--- src/rtl/ahb_sim_console_pkg.sv ---
// Shared definitions for the simulation console AHB-Lite responder.
package ahb_sim_console_pkg;

  // Register offsets, decoded from haddr[3:2]
  localparam logic [1:0] OFF_TXDATA   = 2'd0;
  localparam logic [1:0] OFF_STATUS   = 2'd1;
  localparam logic [1:0] OFF_TESTSTAT = 2'd2;
  localparam logic [1:0] OFF_RSVD     = 2'd3;

  // Active AHB transfer types
  localparam logic [1:0] HTRANS_NONSEQ = 2'b10;
  localparam logic [1:0] HTRANS_SEQ    = 2'b11;

  // Response codes
  localparam logic HRESP_OKAY  = 1'b0;
  localparam logic HRESP_ERROR = 1'b1;

  // Default test-status signatures
  localparam logic [31:0] PASS_CODE_DEF = 32'hCAFFE000;
  localparam logic [31:0] FAIL_CODE_DEF = 32'hDEADD000;

  // Data-phase FSM
  typedef enum logic [2:0] {
    ST_IDLE,
    ST_DATA,
    ST_WAIT,
    ST_ERR1,
    ST_ERR2
  } state_t;

endpackage

--- src/rtl/ahb_sim_console_fifo.sv ---
// Synchronous FIFO holding console bytes between the bus and the drain stream.
module sim_console_fifo #(
  parameter int unsigned DEPTH = 16,
  parameter int unsigned WIDTH = 8
) (
  input  logic                     clk,
  input  logic                     rst_n,
  input  logic                     push,
  input  logic                     pop,
  input  logic [WIDTH-1:0]         din,
  output logic [WIDTH-1:0]         dout,
  output logic                     full,
  output logic                     empty,
  output logic [$clog2(DEPTH):0]   count
);

  localparam int unsigned AW = $clog2(DEPTH);
  localparam int unsigned CW = AW + 1;

  logic [WIDTH-1:0] mem [DEPTH];
  logic [AW-1:0]    wr_ptr;
  logic [AW-1:0]    rd_ptr;
  logic [CW-1:0]    count_q;
  logic             do_push;
  logic             do_pop;

  assign full    = (count_q == CW'(DEPTH));
  assign empty   = (count_q == '0);
  assign count   = count_q;
  assign dout    = mem[rd_ptr];
  assign do_push = push && !full;
  assign do_pop  = pop && !empty;

  // Storage write; contents need no reset since empty masks the head
  always_ff @(posedge clk) begin
    if (do_push) mem[wr_ptr] <= din;
  end

  // Pointers wrap naturally at the power-of-two depth; count tracks occupancy
  always_ff @(posedge clk or negedge rst_n) begin
    if (!rst_n) begin
      wr_ptr  <= '0;
      rd_ptr  <= '0;
      count_q <= '0;
    end else begin
      if (do_push) wr_ptr <= wr_ptr + AW'(1);
      if (do_pop)  rd_ptr <= rd_ptr + AW'(1);
      case ({do_push, do_pop})
        2'b10:   count_q <= count_q + CW'(1);
        2'b01:   count_q <= count_q - CW'(1);
        default: count_q <= count_q;
      endcase
    end
  end

endmodule

--- src/rtl/ahb_sim_console.sv ---
// AHB-Lite console/test-status responder: TX FIFO drained at a bounded rate,
// plus a sticky pass/fail signature register.
module ahb_sim_console
  import ahb_sim_console_pkg::*;
#(
  parameter int unsigned FIFO_DEPTH = 16,
  parameter int unsigned DRAIN_DIV  = 4,
  parameter logic [31:0] PASS_CODE  = PASS_CODE_DEF,
  parameter logic [31:0] FAIL_CODE  = FAIL_CODE_DEF
) (
  input  logic        clk,
  input  logic        rst_n,
  input  logic        hsel,
  input  logic [31:0] haddr,
  input  logic [1:0]  htrans,
  input  logic        hwrite,
  input  logic [2:0]  hsize,
  input  logic [31:0] hwdata,
  input  logic        hready,
  output logic        hreadyout,
  output logic        hresp,
  output logic [31:0] hrdata,
  output logic        char_valid,
  output logic [7:0]  char_data,
  input  logic        char_ready,
  output logic        test_done,
  output logic        test_pass
);

  localparam int unsigned CW = $clog2(FIFO_DEPTH) + 1;
  localparam int unsigned GW = (DRAIN_DIV > 1) ? $clog2(DRAIN_DIV) : 1;

  state_t        state_q, state_d;
  logic [1:0]    dp_off;
  logic          dp_write;
  logic [2:0]    dp_size;
  logic [7:0]    wdata_hold;
  logic [31:0]   teststat_q;
  logic          done_q, pass_q;
  logic [GW-1:0] gap_q;

  logic          addr_ok, phase_end, take, tx_wr, ts_wr;
  logic          fifo_push, fifo_pop, fifo_full, fifo_empty;
  logic [7:0]    fifo_din, fifo_dout;
  logic [CW-1:0] fifo_count;

  logic          unused_bits;
  assign unused_bits = ^{haddr[31:4], haddr[1:0], dp_size, FAIL_CODE};

  assign addr_ok = hsel && hready && ((htrans == HTRANS_NONSEQ) || (htrans == HTRANS_SEQ));
  assign tx_wr   = dp_write && (dp_off == OFF_TXDATA);
  assign take    = phase_end && addr_ok;

  sim_console_fifo #(
    .DEPTH (FIFO_DEPTH),
    .WIDTH (8)
  ) u_fifo (
    .clk   (clk),
    .rst_n (rst_n),
    .push  (fifo_push),
    .pop   (fifo_pop),
    .din   (fifo_din),
    .dout  (fifo_dout),
    .full  (fifo_full),
    .empty (fifo_empty),
    .count (fifo_count)
  );

  // Data-phase FSM: response signalling, FIFO push and next-phase acceptance
  always_comb begin
    state_d   = state_q;
    hreadyout = 1'b1;
    hresp     = HRESP_OKAY;
    fifo_push = 1'b0;
    fifo_din  = hwdata[7:0];
    phase_end = 1'b0;
    ts_wr     = 1'b0;
    case (state_q)
      ST_IDLE: phase_end = 1'b1;
      ST_DATA: begin
        if (tx_wr && fifo_full) begin
          hreadyout = 1'b0;
          state_d   = ST_WAIT;
        end else begin
          phase_end = 1'b1;
          fifo_push = tx_wr;
          ts_wr     = dp_write && (dp_off == OFF_TESTSTAT);
        end
      end
      ST_WAIT: begin
        fifo_din = wdata_hold;
        if (fifo_full) begin
          hreadyout = 1'b0;
        end else begin
          fifo_push = 1'b1;
          phase_end = 1'b1;
        end
      end
      ST_ERR1: begin
        hreadyout = 1'b0;
        hresp     = HRESP_ERROR;
        state_d   = ST_ERR2;
      end
      ST_ERR2: begin
        hresp     = HRESP_ERROR;
        phase_end = 1'b1;
      end
      default: state_d = ST_IDLE;
    endcase
    // Completing phase hands over to the next pipelined address phase, if any
    if (phase_end) begin
      if (addr_ok) state_d = (haddr[3:2] == OFF_RSVD) ? ST_ERR1 : ST_DATA;
      else         state_d = ST_IDLE;
    end
  end

  // Read mux, only live during a read data phase
  always_comb begin
    hrdata = '0;
    if ((state_q == ST_DATA) && !dp_write) begin
      case (dp_off)
        OFF_STATUS:   hrdata = {16'(fifo_count), 14'b0, fifo_empty, fifo_full};
        OFF_TESTSTAT: hrdata = teststat_q;
        default:      hrdata = '0;
      endcase
    end
  end

  // State, data-phase registers and test-status latch
  always_ff @(posedge clk or negedge rst_n) begin
    if (!rst_n) begin
      state_q    <= ST_IDLE;
      dp_off     <= '0;
      dp_write   <= 1'b0;
      dp_size    <= '0;
      wdata_hold <= '0;
      teststat_q <= '0;
      done_q     <= 1'b0;
      pass_q     <= 1'b0;
    end else begin
      state_q <= state_d;
      if (take) begin
        dp_off   <= haddr[3:2];
        dp_write <= hwrite;
        dp_size  <= hsize;
      end
      // hwdata is only guaranteed on the first data-phase cycle; keep it for a stall
      if (state_q == ST_DATA) wdata_hold <= hwdata[7:0];
      if (ts_wr) begin
        teststat_q <= hwdata;
        done_q     <= 1'b1;
        pass_q     <= (hwdata == PASS_CODE);
      end
    end
  end

  assign char_valid = !fifo_empty && (gap_q == '0);
  assign char_data  = fifo_empty ? 8'h00 : fifo_dout;
  assign fifo_pop   = char_valid && char_ready;
  assign test_done  = done_q;
  assign test_pass  = pass_q;

  // Drain pacing: reload on each handshake, count down and hold at zero
  always_ff @(posedge clk or negedge rst_n) begin
    if (!rst_n) begin
      gap_q <= '0;
    end else if (fifo_pop) begin
      gap_q <= GW'(DRAIN_DIV - 1);
    end else if (gap_q != '0) begin
      gap_q <= gap_q - GW'(1);
    end
  end

endmodule

--- config.mk ---
export PLATFORM = sky130hd
export DESIGN_NAME = ahb_sim_console
export DESIGN_NICKNAME = d
export VERILOG_FILES = /design/src/rtl/ahb_sim_console_pkg.sv /design/src/rtl/ahb_sim_console_fifo.sv /design/src/rtl/ahb_sim_console.sv
export SDC_FILE = /design/constraint.sdc
export NUM_CORES = 1
export LEC_CHECK = 0
export CORE_MARGIN = 2
export CORE_UTILIZATION = 35
export DETAILED_ROUTE_END_ITERATION = 10
export GPL_TIMING_DRIVEN = 0
export SETUP_SLACK_MARGIN = 0.2
export SYNTH_ARGS = -nofsm -noshare
export SYNTH_HDL_FRONTEND = slang
export SYNTH_SLANG_ARGS = --single-unit
--- constraint.sdc ---
create_clock -name clk -period 2.6 [get_ports clk]
set_input_delay 0.65 -clock clk [delete_from_list [all_inputs] [get_ports clk]]
set_output_delay 0.65 -clock clk [all_outputs]
set_load 0.01 [all_outputs]
==> results of run 1 <==
path summary, 6_finish.rpt:
| check | end | slack [ns] | cells past startpoint |
|---|---|---|---|
| worst max-delay path | char_data[4] | -0.28 | 7 |
| worst min-delay path | dp_off[0] | 0.33 | 1 |
| worst max register to register | u_fifo.count[4] | -0.08 | 11 |
| worst min register to register | test_done | 0.49 | 1 |
| max in group asynchronous | u_fifo.count[3] | 1.68 | 1 |
| min in group clk | test_done | 0.49 | 1 |
worst max-delay path: cells and delay by family (launching register included):
| family | cells | cell delay (ns) |
|---|---|---|
| compound gates | 2 | 0.31 |
| buf+inv | 3 | 0.48 |
| flops | 1 | 0.38 |
| mux | 1 | 0.49 |
| simple gates | 1 | 0.15 |
final cells by class:
class / count / share of cell area
clock inverters: 13 / 0.0110
flip-flops and latches: 191 / 0.470
plain buffers: 31 / 0.0280
clock buffers: 18 / 0.0372
inverters: 12 / 0.00412
multi-input cells: 269 / 0.281
repair buffers: 144 / 0.134
well taps: 319 / 0.0346
metal layers:
metal,routed length (µm),vias up,GRT usage
met5,0,-,0
met4,91,0,0.0286
met3,950,8,0.0457
met2,10400,109,0.274
met1,8380,2549,0.214
li1,-,2283,-
sequential cells by signal, summed over array words and instances (netlist names), 2 cells and up:
register / cells
dp_off: 2
wdata_hold: 8
u_fifo.rd_ptr: 4
teststat_q: 32
u_fifo.count: 5
state_q: 3
u_fifo.mem: 128
gap_q: 2
u_fifo.wr_ptr: 4
placed cells by master (no fill, tap or decap), types with 5 or more instances in the layout:
cell type	n
a211oi_1	6
buf_2	10
nand4_1	5
nor2b_4	6
buf_6	58
edfxtp_1	128
nor2_1	6
mux2i_1	7
nor4_4	5
clkdlybuf4s50_1	41
xor2_1	5
buf_4	32
nand2_1	9
mux4_2	32
buf_8	5
a22oi_1	7
xnor2_1	6
and2_4	8
ha_1	8
dfrtp_1	61
buf_12	14
clkbuf_16	19
clkbuf_1	5
a211oi_2	9
and3_4	24
nor2_4	14
mux2_2	51
inv_1	9
clkbuf_2	6
power by group through the flow:
| stage | Sequential (µW) | Combinational (µW) | Clock, µW |
|---|---|---|---|
| after global placement | 3850 | 2830 | 0 |
| after floorplan | 3810 | 1940 | 0 |
| final | 3840 | 4020 | 2470 |
| after detailed placement | 3870 | 2930 | 0 |
| after global routing | 3880 | 4300 | 2650 |
| after CTS | 3820 | 3670 | 2510 |
repair_timing:
action,4_1_cts,5_1_grt
pin swaps,29,34
cloned,3,2
setup endpoints to repair,164,145
resized for setup,294,119
setup buffers,28,22
cell families after synthesis:
kind of cell / Yosys count
AOI/OAI and AO/OA: 42
xor gates and xnor gates: 12
adders and majority gates: 12
buffers and inverters: 43
DFF: 191
muxes: 96
and+or+nand+nor: 107
metrics by stage:
stage          power [µW]  TNS, ns  cell area, µm²  hold WS (ns)
3_3_place_gp         6690  -131.83            9560         0.455
4_1_cts             10000    -9.35           10800         0.343
5_1_grt             10800   -10.69           11500         0.377
2_1_floorplan        5750   -0.482            8310         0.354
6_report            10300    -7.43           11500         0.326
3_5_place_dp         6800   -34.52            9620         0.464
==> results.sh, run 1 <==
export IMPL_synth_adder_area_share=0.0182
export IMPL_grt_max_degree=64
export IMPL_stdcell_count=997
export IMPL_die_y_um=158
export IMPL_fmax_mhz=347
export IMPL_gp_congestion=0.781
export IMPL_fillers=1933
export IMPL_syn_cell_area_mm2=0.00826
export IMPL_overflow=0
export IMPL_yosys_most_used_dff="edfxtp_1"
export IMPL_dieArea_mm2=0.0248
export IMPL_synthToLayoutAreaGrowth_pct=39.7
export IMPL_cp_start_kind="flop"
export IMPL_finClkSkew_ns=0.00894
export IMPL_drt_iter0_drc=343
export IMPL_synth_top_area_frac=0.465
export IMPL_die_w_um=158
export IMPL_ctsHoldBuffers=0
export IMPL_rsz0062_at_grt="yes"
export IMPL_vias=4949
export IMPL_cts_sinks=191
export IMPL_failed_checks="negative setup slack"
export IMPL_synth_xor_xnor_area_share=0.0127
export IMPL_crit_chain="buf_6 -> buf_12 -> mux4_2 -> nor2b_1 -> a211oi_2 -> a211oi_1 -> buf_2"
export IMPL_io_buffers=85
export IMPL_diodes=0
export IMPL_yosys_top_cells_area="edfxtp_1 (47%), dfrtp_1 (19%), mux4_2 (8.7%)"
export IMPL_root_buffer="clkbuf_16"
export IMPL_syn_avg_cell_area_um2=16.4
export IMPL_synth_simple_area_share=0.0764
export IMPL_hold_path_class="primary input to async pin"
export IMPL_placed_cells=911
export IMPL_startpoint="u_fifo.rd_ptr[1]"
export IMPL_setup_viol=43
export IMPL_comb_power_share=0.389
export IMPL_cts_htree_levels=4
export IMPL_cp_required_ns=1.95
export IMPL_grt_pass1_vias=5181
export IMPL_r2r_start="u_fifo.count[2]"
export IMPL_worstMarginPinSlew_ns=0.882
export IMPL_p_int_uw=6980
export IMPL_p_clk_frac=0.239
export IMPL_synthMuxAreaShare=0.173
export IMPL_grt_total_usage=0.163
export IMPL_rows=56
export IMPL_routed_wl_um=19800
export IMPL_pre_cts_ws_ns=-0.821
export IMPL_crit_type="flop to output pin"
export IMPL_synth_edf_count=128
export IMPL_synth_largest_area_cell="edfxtp_1"
export IMPL_status="complete, but fails checks"
export IMPL_synth_top_cells_by_count="edfxtp_1 (128), dfrtp_1 (63), mux2_2 (51), mux4_2 (32), and3_1 (25)"
export IMPL_ant_nets=0
export IMPL_timing_critical_path_slowest_stage_cell="mux4_2"
export IMPL_viasPerCell=4.96
export IMPL_numCtsBuffers=17
export IMPL_slew_viol_final=0
export IMPL_fin_crit_ns=2.88
export IMPL_multi_input_area_mm2=0.00325
export IMPL_sequentialPowerShare=0.372
export IMPL_leakage_uw=0.00420
export IMPL_cp_arrival_ns=2.23
export IMPL_period_share=1.11
export IMPL_drv_cap=0
export IMPL_synth_cells=503
export IMPL_max_vdd_ir_drop_mv=0.490
export IMPL_maxSlewHeadroom=0.412
export IMPL_dr_pass1_iters=4
export IMPL_ys_warn_count=0
export IMPL_hpwlAfterDp_um=12600
export IMPL_max_stage_delay_ns=0.49
export IMPL_ys_seq_area_frac=0.656
export IMPL_synth_seq_cells=191
export IMPL_antenna_found_initial=0
export IMPL_cts_max_path_buffers=2
export IMPL_yosysMostFrequentCell="edfxtp_1"
export IMPL_wl_per_cell_um=19.9
export IMPL_cts_tree="done"
export IMPL_async_flop_share=0.330
export IMPL_utilization=0.495
export IMPL_ys_types=47
export IMPL_synth_fp_nets=590
export IMPL_crit_path_max_fanout=5
export IMPL_drcViolationCount=0
export IMPL_nNetsFinal=753
export IMPL_core_mm2=0.0233
export IMPL_initial_core_util=0.354
export IMPL_final_seq_area_mm2=0.00542
export IMPL_clk_latency_ns=0.43
export IMPL_final_layout_size_suffix_gt1_frac=0.504
export IMPL_p_per_area_mw_per_mm2=895
export IMPL_grt_pass1_wl_um=29900
export IMPL_path_clk_slew_ns=0.07
export IMPL_switchingPower_uw=3350
export IMPL_critPathCaptureType="output pin"
export IMPL_synth_compound_area_share=0.0389
export IMPL_hold_viol_final=0
export IMPL_synth_top_family_by_area="multiplexers"
export IMPL_worst_slack_ns=-0.280
export IMPL_io_pins=120
export IMPL_switching_share=0.325
(Power assumes the default switching activity.)
==> inputs of run 2 (changes only) <==
--- a/config.mk
+++ b/config.mk
@@ -9,6 +9,7 @@
 export CORE_UTILIZATION = 35
 export DETAILED_ROUTE_END_ITERATION = 10
 export GPL_TIMING_DRIVEN = 0
+export PLACE_DENSITY = 0.66
 export SETUP_SLACK_MARGIN = 0.2
 export SYNTH_ARGS = -nofsm -noshare
 export SYNTH_HDL_FRONTEND = slang
==> run 2 against run 1 <==
Compared with the run above:
- the run still ends with negative setup slack left
- critical path depth unchanged
- clock skew up 0.0053 ns
- power up 1.6%
- register-to-register slack worse by 0.03 ns
- via count up 1.9%
- die area unchanged
- fmax down 0.87%
- wire length up 2.0%
==> results.sh, run 2 (same netlist as run 1, synthesis figures left out) <==
export IMPL_p_int_uw=7090
export IMPL_fillers=1881
export IMPL_grt_pass1_wl_um=30400
export IMPL_hold_viol_final=0
export IMPL_final_seq_area_mm2=0.00542
export IMPL_comb_power_share=0.375
export IMPL_core_mm2=0.0233
export IMPL_multi_input_area_mm2=0.00332
export IMPL_wl_met1_um=8750
export IMPL_reg2reg_slack_ns=-0.11
export IMPL_worst_slack_ns=-0.306
export IMPL_regMostFlops="u_fifo.mem"
export IMPL_die_y_um=158
export IMPL_cts_sinks=191
export IMPL_synthToLayoutAreaGrowth_pct=41.1
export IMPL_setup_viol=43
export IMPL_routed_wl_um=20200
export IMPL_final_common_cell="edfxtp_1"
export IMPL_ant_nets=0
export IMPL_placed_cells=911
export IMPL_cp_required_ns=1.95
export IMPL_rows=56
export IMPL_nNetsFinal=751
export IMPL_utilization=0.499
export IMPL_switching_share=0.324
export IMPL_fin_hold_ws_ns=0.310
export IMPL_hpwlAfterDp_um=12800
export IMPL_hold_path_class="primary input to async pin"
export IMPL_final_layout_size_suffix_gt1_frac=0.507
export IMPL_crit_type="flop to output pin"
export IMPL_switchingPower_uw=3400
export IMPL_crit_buf_inv=3
export IMPL_max_vdd_ir_drop_mv=0.520
export IMPL_critPathCaptureType="output pin"
export IMPL_numCtsBuffers=17
export IMPL_cts_max_path_buffers=2
export IMPL_status="complete, but fails checks"
export IMPL_viasPerCell=5.06
export IMPL_p_per_area_mw_per_mm2=900
export IMPL_rsz0062_at_grt="yes"
export IMPL_period_share=1.12
export IMPL_topRoutingLayerUsed="met4"
export IMPL_met2WireLength_um=10500
export IMPL_wl_per_cell_um=20.3
export IMPL_cp_depth=7
export IMPL_cts_htree_levels=4
export IMPL_wl_met3_um=883
export IMPL_io_buffers=85
export IMPL_path_clk_slew_ns=0.08
export IMPL_sequentialPowerShare=0.366
export IMPL_max_stage_delay_ns=0.50
export IMPL_leakage_uw=0.00427
export IMPL_initial_core_util=0.354
export IMPL_p_clk_frac=0.259
export IMPL_failed_checks="negative setup slack"
export IMPL_vias=5043
export IMPL_stdcell_count=996
export IMPL_fmax_mhz=344
export IMPL_cp_arrival_ns=2.26
export IMPL_largest_reg_flops=128
export IMPL_dr_pass1_iters=5
export IMPL_gp_congestion=0.808
export IMPL_drt_iter0_drc=338
export IMPL_diodes=0
export IMPL_clk_latency_ns=0.44
export IMPL_grt_total_usage=0.165
export IMPL_reg_largest_list="u_fifo.mem (128), teststat_q (32), wdata_hold (8)"
export IMPL_slew_viol_final=0
export IMPL_crit_path_max_fanout=5
export IMPL_die_w_um=158
export IMPL_overflow=0
export IMPL_crit_chain="buf_6 -> buf_12 -> mux4_2 -> nor2b_1 -> a211oi_2 -> a211oi_1 -> buf_2"
export IMPL_timing_critical_path_slowest_stage_cell="mux4_2"
export IMPL_cp_top_family="multiplexers"
export IMPL_dieArea_mm2=0.0248
export IMPL_ctsHoldBuffers=0
export IMPL_rr_worst_depth=12
export IMPL_cp_start_kind="flop"
export IMPL_worstMarginPinSlew_ns=0.867
export IMPL_grt_pass1_vias=5299
export IMPL_drcViolationCount=0
export IMPL_grt_max_degree=64
export IMPL_finClkSkew_ns=0.0143
export IMPL_drv_cap=0
export IMPL_antenna_found_initial=0
export IMPL_maxSlewHeadroom=0.422
export IMPL_pre_cts_ws_ns=-0.860
export IMPL_layout_common_cells="edfxtp_1 (128), dfrtp_1 (62), buf_6 (58), clkdlybuf4s50_1 (41), mux4_2 (32)"
export IMPL_io_pins=120
export IMPL_cts_tree="done"
export IMPL_root_buffer="clkbuf_16"
export IMPL_fin_setup_tns_ns=-9.01
export IMPL_fin_crit_ns=2.91
-- run 2: cell count changes in the layout (fill, tap and decap cells not counted), moves of 3 or more --
| cell | delta |
|---|---|
| mux2_1 | -3 |
| clkinvlp_4 | -3 |
| mux2_2 | -26 |
| clkinv_8 | +3 |
| buf_8 | +4 |
| mux2_4 | +29 |
-- run 2: metal layers --
metal  up-vias  global-route usage
met1      2648               0.218
met3        14              0.0381
met2       117               0.276
met4         0              0.0459
li1       2264                   -
met5         -                   0
-- run 2: path summary, 6_finish.rpt --
path,start,end
max in group asynchronous,rst_n,u_fifo.count[3]
hold / removal,rst_n,dp_write
hold reg to reg,test_done,test_done
setup / recovery,u_fifo.rd_ptr[1],char_data[3]
min in group clk,test_done,test_done
setup reg to reg,u_fifo.count[2],u_fifo.count[2]
-- run 2: what timing repair did --
action | 4_1_cts | 5_1_grt
cloned | 3 | 0
setup buffers | 30 | 20
endpoints found under the setup margin | 173 | 157
pin swaps | 30 | 26
resized for setup | 346 | 91
-- run 2: layout make-up --
class                   count  area share
plain buffers              31      0.0254
repair buffers            142       0.132
well taps                 319      0.0342
clock inverters            15      0.0176
multi-input cells         269       0.285
flip-flops and latches    191       0.465
clock buffers              17      0.0365
inverters                  12     0.00408
-- run 2: through the flow --
stage               total power (µW)  instance area (µm²)
global placement                6660                 9560
floorplan                       5750                 8310
finish                         10500                11700
detailed placement              6780                 9620
global route                   11000                11700
CTS                            10200                11100
-- run 2: power groups by stage --
stage	logic, µW	clock network (µW)	registers [µW]
2_1_floorplan	1940	0	3810
3_3_place_gp	2810	0	3850
3_5_place_dp	2910	0	3870
4_1_cts	3610	2760	3830
5_1_grt	4220	2910	3880
6_report	3930	2720	3840
